## config.mk

```make
export PLATFORM = sky130hd
export DESIGN_NAME = bang_bang_pfd
export DESIGN_NICKNAME = d
export VERILOG_FILES = /design/src/rtl/bang_bang_pfd.sv
export SDC_FILE = /design/constraint.sdc
export NUM_CORES = 1
export LEC_CHECK = 0
export ABC_AREA = 1
export CORE_MARGIN = 2
export CORE_UTILIZATION = 60
export DETAILED_ROUTE_END_ITERATION = 16
export MAX_ROUTING_LAYER = met4
export PLACE_DENSITY_LB_ADDON = 0.25
export SYNTH_ARGS = -nofsm -noshare
export SYNTH_HDL_FRONTEND = slang
export SYNTH_SLANG_ARGS = --single-unit
```

## constraint.sdc

```tcl
create_clock -name fpga_clk_i -period 3.3 [get_ports fpga_clk_i]
set_input_delay 0.33 -clock fpga_clk_i [delete_from_list [all_inputs] [get_ports fpga_clk_i]]
set_output_delay 0.33 -clock fpga_clk_i [all_outputs]
set_load 0.1 [all_outputs]
```

## src/rtl/bang_bang_pfd.sv

```systemverilog
// Bang-bang phase/frequency detector for the ADPLL: compares synchronized rising edges of
// the reference and feedback signals and drives the up/down counter instruction.
module bang_bang_pfd #(
    parameter int unsigned ERR_WIDTH   = 8,
    parameter int unsigned LOCK_WINDOW = 2,
    parameter int unsigned LOCK_COUNT  = 16
) (
    input  logic                 fpga_clk_i,
    input  logic                 reset_i,
    input  logic                 clear_i,
    input  logic                 ref_clk_i,
    input  logic                 fb_clk_i,
    output logic [1:0]           count_instr_o,
    output logic [ERR_WIDTH-1:0] err_mag_o,
    output logic                 err_sign_o,
    output logic                 err_valid_o,
    output logic                 slip_o,
    output logic                 lock_o
);

    localparam int unsigned GOOD_W = $clog2(LOCK_COUNT + 1);
    localparam logic [ERR_WIDTH-1:0] MAG_MAX = '1;

    localparam logic [1:0] INSTR_HOLD = 2'b00;
    localparam logic [1:0] INSTR_UP   = 2'b01;
    localparam logic [1:0] INSTR_DOWN = 2'b10;

    typedef enum logic [1:0] {
        ST_IDLE     = 2'd0,
        ST_REF_LEAD = 2'd1,
        ST_FB_LEAD  = 2'd2
    } state_e;

    // Input pipelines: [0],[1] synchronize, [2] holds the previous level for edge detect.
    logic [2:0] ref_pipe_q, ref_pipe_d;
    logic [2:0] fb_pipe_q,  fb_pipe_d;
    logic       ref_edge_q, ref_edge_d;
    logic       fb_edge_q,  fb_edge_d;

    state_e                 state_q,       state_d;
    logic [ERR_WIDTH-1:0]   lead_cnt_q,    lead_cnt_d;
    logic [GOOD_W-1:0]      good_cnt_q,    good_cnt_d;
    logic [1:0]             count_instr_q, count_instr_d;
    logic [ERR_WIDTH-1:0]   err_mag_q,     err_mag_d;
    logic                   err_sign_q,    err_sign_d;
    logic                   err_valid_q,   err_valid_d;
    logic                   slip_q,        slip_d;
    logic                   lock_q,        lock_d;

    logic                   done;
    logic [ERR_WIDTH-1:0]   done_mag;
    logic                   done_sign;
    logic [ERR_WIDTH-1:0]   lead_inc;

    // Edge pulses are registered so both paths see identical latency.
    always_comb begin
        ref_pipe_d = {ref_pipe_q[1:0], ref_clk_i};
        fb_pipe_d  = {fb_pipe_q[1:0],  fb_clk_i};
        ref_edge_d = ref_pipe_q[1] & ~ref_pipe_q[2];
        fb_edge_d  = fb_pipe_q[1]  & ~fb_pipe_q[2];
    end

    always_comb begin
        lead_inc = (lead_cnt_q == MAG_MAX) ? lead_cnt_q : lead_cnt_q + ERR_WIDTH'(1);
    end

    // Detector state machine, comparison bookkeeping and lock tracking.
    always_comb begin
        state_d     = state_q;
        lead_cnt_d  = lead_cnt_q;
        good_cnt_d  = good_cnt_q;
        err_mag_d   = err_mag_q;
        err_sign_d  = err_sign_q;
        err_valid_d = 1'b0;
        slip_d      = 1'b0;
        done        = 1'b0;
        done_mag    = '0;
        done_sign   = 1'b0;

        case (state_q)
            ST_IDLE: begin
                if (ref_edge_q && fb_edge_q) begin
                    done = 1'b1;
                end else if (ref_edge_q) begin
                    state_d    = ST_REF_LEAD;
                    lead_cnt_d = ERR_WIDTH'(1);
                end else if (fb_edge_q) begin
                    state_d    = ST_FB_LEAD;
                    lead_cnt_d = ERR_WIDTH'(1);
                end
            end
            ST_REF_LEAD: begin
                if (fb_edge_q) begin
                    state_d  = ST_IDLE;
                    done     = 1'b1;
                    done_mag = lead_cnt_q;
                end else begin
                    lead_cnt_d = lead_inc;
                    slip_d     = ref_edge_q;
                end
            end
            ST_FB_LEAD: begin
                if (ref_edge_q) begin
                    state_d   = ST_IDLE;
                    done      = 1'b1;
                    done_mag  = lead_cnt_q;
                    done_sign = 1'b1;
                end else begin
                    lead_cnt_d = lead_inc;
                    slip_d     = fb_edge_q;
                end
            end
            default: begin
                state_d = ST_IDLE;
            end
        endcase

        if (done) begin
            err_mag_d   = done_mag;
            err_sign_d  = done_sign;
            err_valid_d = 1'b1;
            if (32'(done_mag) <= LOCK_WINDOW) begin
                if (good_cnt_q != GOOD_W'(LOCK_COUNT)) begin
                    good_cnt_d = good_cnt_q + GOOD_W'(1);
                end
            end else begin
                good_cnt_d = '0;
            end
        end

        if (slip_d) begin
            good_cnt_d = '0;
        end

        // Soft clear wipes detector state but leaves the input pipelines alone.
        if (clear_i) begin
            state_d     = ST_IDLE;
            lead_cnt_d  = '0;
            good_cnt_d  = '0;
            err_mag_d   = '0;
            err_sign_d  = 1'b0;
            err_valid_d = 1'b0;
            slip_d      = 1'b0;
        end

        lock_d = (good_cnt_d == GOOD_W'(LOCK_COUNT)) && !clear_i;

        case (state_d)
            ST_REF_LEAD: count_instr_d = INSTR_UP;
            ST_FB_LEAD:  count_instr_d = INSTR_DOWN;
            default:     count_instr_d = INSTR_HOLD;
        endcase
    end

    always_ff @(posedge fpga_clk_i) begin
        if (reset_i) begin
            ref_pipe_q    <= '0;
            fb_pipe_q     <= '0;
            ref_edge_q    <= 1'b0;
            fb_edge_q     <= 1'b0;
            state_q       <= ST_IDLE;
            lead_cnt_q    <= '0;
            good_cnt_q    <= '0;
            count_instr_q <= INSTR_HOLD;
            err_mag_q     <= '0;
            err_sign_q    <= 1'b0;
            err_valid_q   <= 1'b0;
            slip_q        <= 1'b0;
            lock_q        <= 1'b0;
        end else begin
            ref_pipe_q    <= ref_pipe_d;
            fb_pipe_q     <= fb_pipe_d;
            ref_edge_q    <= ref_edge_d;
            fb_edge_q     <= fb_edge_d;
            state_q       <= state_d;
            lead_cnt_q    <= lead_cnt_d;
            good_cnt_q    <= good_cnt_d;
            count_instr_q <= count_instr_d;
            err_mag_q     <= err_mag_d;
            err_sign_q    <= err_sign_d;
            err_valid_q   <= err_valid_d;
            slip_q        <= slip_d;
            lock_q        <= lock_d;
        end
    end

    assign count_instr_o = count_instr_q;
    assign err_mag_o     = err_mag_q;
    assign err_sign_o    = err_sign_q;
    assign err_valid_o   = err_valid_q;
    assign slip_o        = slip_q;
    assign lock_o        = lock_q;

endmodule

```

==> results.md <==
- Outcome: finished clean
- Tightest Pin Transition: 971 ps
- Startpoint Class: flop
- Dpl hpwl: 2650 um
- Reg2Reg Depth: 12
- Sw Pwr: 0.189 mW
- Buffers & Inverters on Critical Path: 1
- Power per cell area: 397 nW/um^2
- Final setup margin: 1070 ps
- Remaining global-route overflow: 0
- Area growth from synthesis to layout: 15.5%
- Worst stage delay on the critical path: 1150 ps
- Ranking of synthesized cells by area: dfxtp_1 (41%), nand2_1 (12%), nor2_1 (7.2%)
- Post-Syn Instances: 251
- Worst skew pair latency: 360 ps
- Die height: 59.1 um
- Tot GR Track Use: 24.3%
- Hold Path End: fb_edge_q
- Initial DRC Count: 60
- Mapped Area: 1820 um^2
- Tcrit/Tclk final: 67.4%
- Fin nets: 285
- Inserted Diodes: 0
- Routed Antenna Nets: 0
- WP data arrival: 1900 ps
- CTS buffer count: 5
- Sequential share of the synthesized area: 40.7%
- Relative slew slack: 35.1%
- Port buffer count: 18
- Worst-path clk slew: 130 ps
- H-tree depth: 2
- Crit end category: output pin
- Hold crit path type: reg -> reg
- Yosys reg bits: 37
- First-pass GRT wire length: 6160 um
- Final hold slack: 409 ps
- WL per Instance: 11.9 um
- Total power: 0.834 mW
- Cts hold-fix bufs: 0
- Max Freq: 0.449 GHz
- Cell Chain, Critical Path: clkdlybuf4s50_1
- Vias in the first global route: 1437
- Slew Viols, Final: 0
- Commonest non-fill, non-tap cell in the layout: nand2_1
- DR vias: 1587
- Top delay family on crit path: buffers and inverters
- Avg Inst Size Synth: 7.25 um^2
- Area leader, netlist: dfxtp_1
- R2r endpoint: lock_o
- Core Area: 2830 um^2
- Clk buf depth: 2
- Vias per cell: 5.22
- Final wirelength: 3610 um
- Initial core utilization: 64.4%
- Worst Skew: 20.7 ps
- Clk network pwr share: 40.2%
- Pleak: 0.963 nW
- Post-route minimum period: 2230 ps
- Share of the synthesized area in the top cell type: 40.7%
- Post-Place Setup Slack: 921 ps
- Comb power frac: 5.2%
- Total die area: 3490 um^2
- Hold Crit Start: fb_pipe_q[2]
- Slowest cell on crit path: clkdlybuf4s50_1
- Yosys warns: 0
- Initial antenna violation count: 0
- Placed cell areas: 2010 um^2
- Final Hold Viols: 0
- RePlAce Congestion: 0.883
- DRC Markers: 0
- Finished Cell Area: 2100 um^2
- Sw Share: 22.6%
- Crit path kind: reg -> out
- Largest net degree at the start of global routing: 19
- Max-Cap Viols: 0
- CTS tree: done
- Setup violators final: 0
- Layout cells sized above 1: 10.3%
- Setup TNS: 0 ps
- Largest fanout on the critical path: 2
- Flop pwr share: 54.6%
- # Post-CTS Setup Buffers: 0
- CTS sink count: 37
- Row count: 19
- CP Data Required Time: 2970 ps
- Die Wd: 59.1 um
- Resized cells post-CTS: 0
- Syn_nets: 264
- 1st-pass router iterations: 4
- Commonest cells after routing, fill and taps aside: nand2_1 (57), dfxtp_1 (37), nor2_1 (35)
- Peak VDD IR: 0.333 mV
- Cell count of the worst hold path: 1
- Unrepaired setup endpoints after global routing: no
- Root Driver: clkbuf_4
- Unique cell type count in the Yosys netlist: 28
- Worst R2R Start: state_q[0]
- I/O pin total: 19
- Internal Dissipation: 0.645 mW
- R2r setup slk: 1250 ps
[worst max-delay path by stage]
stage,start,to,slack (ps),cells after the start
floorplan,state_q[0],lock_o,1600,13
detailed placement,reset_i,err_mag_o[1],920,6
CTS,err_mag_o[1],err_mag_o[1],1070,1
global route,state_q[0],lock_o,990,12
global placement,reset_i,err_mag_o[1],1040,6
finish,err_mag_o[1],err_mag_o[1],1070,1
[state kept, by name, summed over array words and instances, names as in the netlist]
signal         count
lead_cnt_q         8
err_valid_o        1
ref_pipe_q         3
lock_o             1
state_q            2
fb_pipe_q          3
good_cnt_q         5
count_instr_o      2
fb_edge_q          1
err_sign_o         1
slip_o             1
ref_edge_q         1
err_mag_o          8
[metrics by stage]
| stage | util [%] | instances |
|---|---|---|
| 3_3_place_gp | 71.2 | 296 |
| 4_1_cts | 74.3 | 304 |
| 2_1_floorplan | - | 251 |
| 6_report | 74.3 | 304 |
| 3_5_place_dp | 71.2 | 296 |
| 5_1_grt | 74.3 | 304 |
[per-layer routing]
layer  vias up  global-route usage, %  share of wire [%]
met5         -                      -                  0
met4         0                   7.79                1.1
met3         5                   6.55                4.4
met2        32                   37.6                 47
met1       712                   30.9                 48
li1        838                      -                  -
[cells by family after synthesis]
logic type / count (synthesis) / share of synthesized area (%)
compound gates: 29 / 8.59
buf+inv: 38 / 8.73
simple gates: 135 / 34.6
fa+ha+maj: 8 / 5.50
flops: 37 / 40.7
xor+xnor: 4 / 1.92
[power by group through the flow]
stage | logic [mW] | registers (mW) | clock network, mW
CTS | 0.0437 | 0.455 | 0.340
floorplan | 0.0269 | 0.469 | 0
detailed placement | 0.0435 | 0.465 | 0
finish | 0.0434 | 0.455 | 0.336
global placement | 0.0422 | 0.465 | 0
global route | 0.0486 | 0.456 | 0.363
[layout make-up]
| type | instances | area (um^2) |
|---|---|---|
| fillers | 223 | 727 |
| multi-input cells | 176 | 921 |
| flip-flops and latches | 37 | 741 |
| inverters | 34 | 133 |
| clock inverters | 2 | 37.5 |
| repair buffers | 18 | 180 |
| clock buffers | 6 | 51.3 |
| well taps | 31 | 38.8 |
[synthesized netlist by cell type]
cell type / n
nand2_1: 57
or2_2: 1
nor3_1: 3
o21ai_0: 11
ha_1: 8
clkbuf_1: 2
inv_2: 3
nor2_4: 1
a32oi_1: 1
o21ai_1: 2
nand3b_1: 2
nand3_4: 1
nand2_4: 4
buf_4: 1
a211oi_2: 1
and2_1: 1
nor3_2: 1
nor2_1: 35
a21oi_1: 14
nor2_2: 1
nand2_2: 5
buf_6: 1
inv_4: 2
dfxtp_1: 37
nand4_1: 4
xor2_1: 4
nand3_1: 19
inv_1: 29
(Power assumes the default switching activity.)
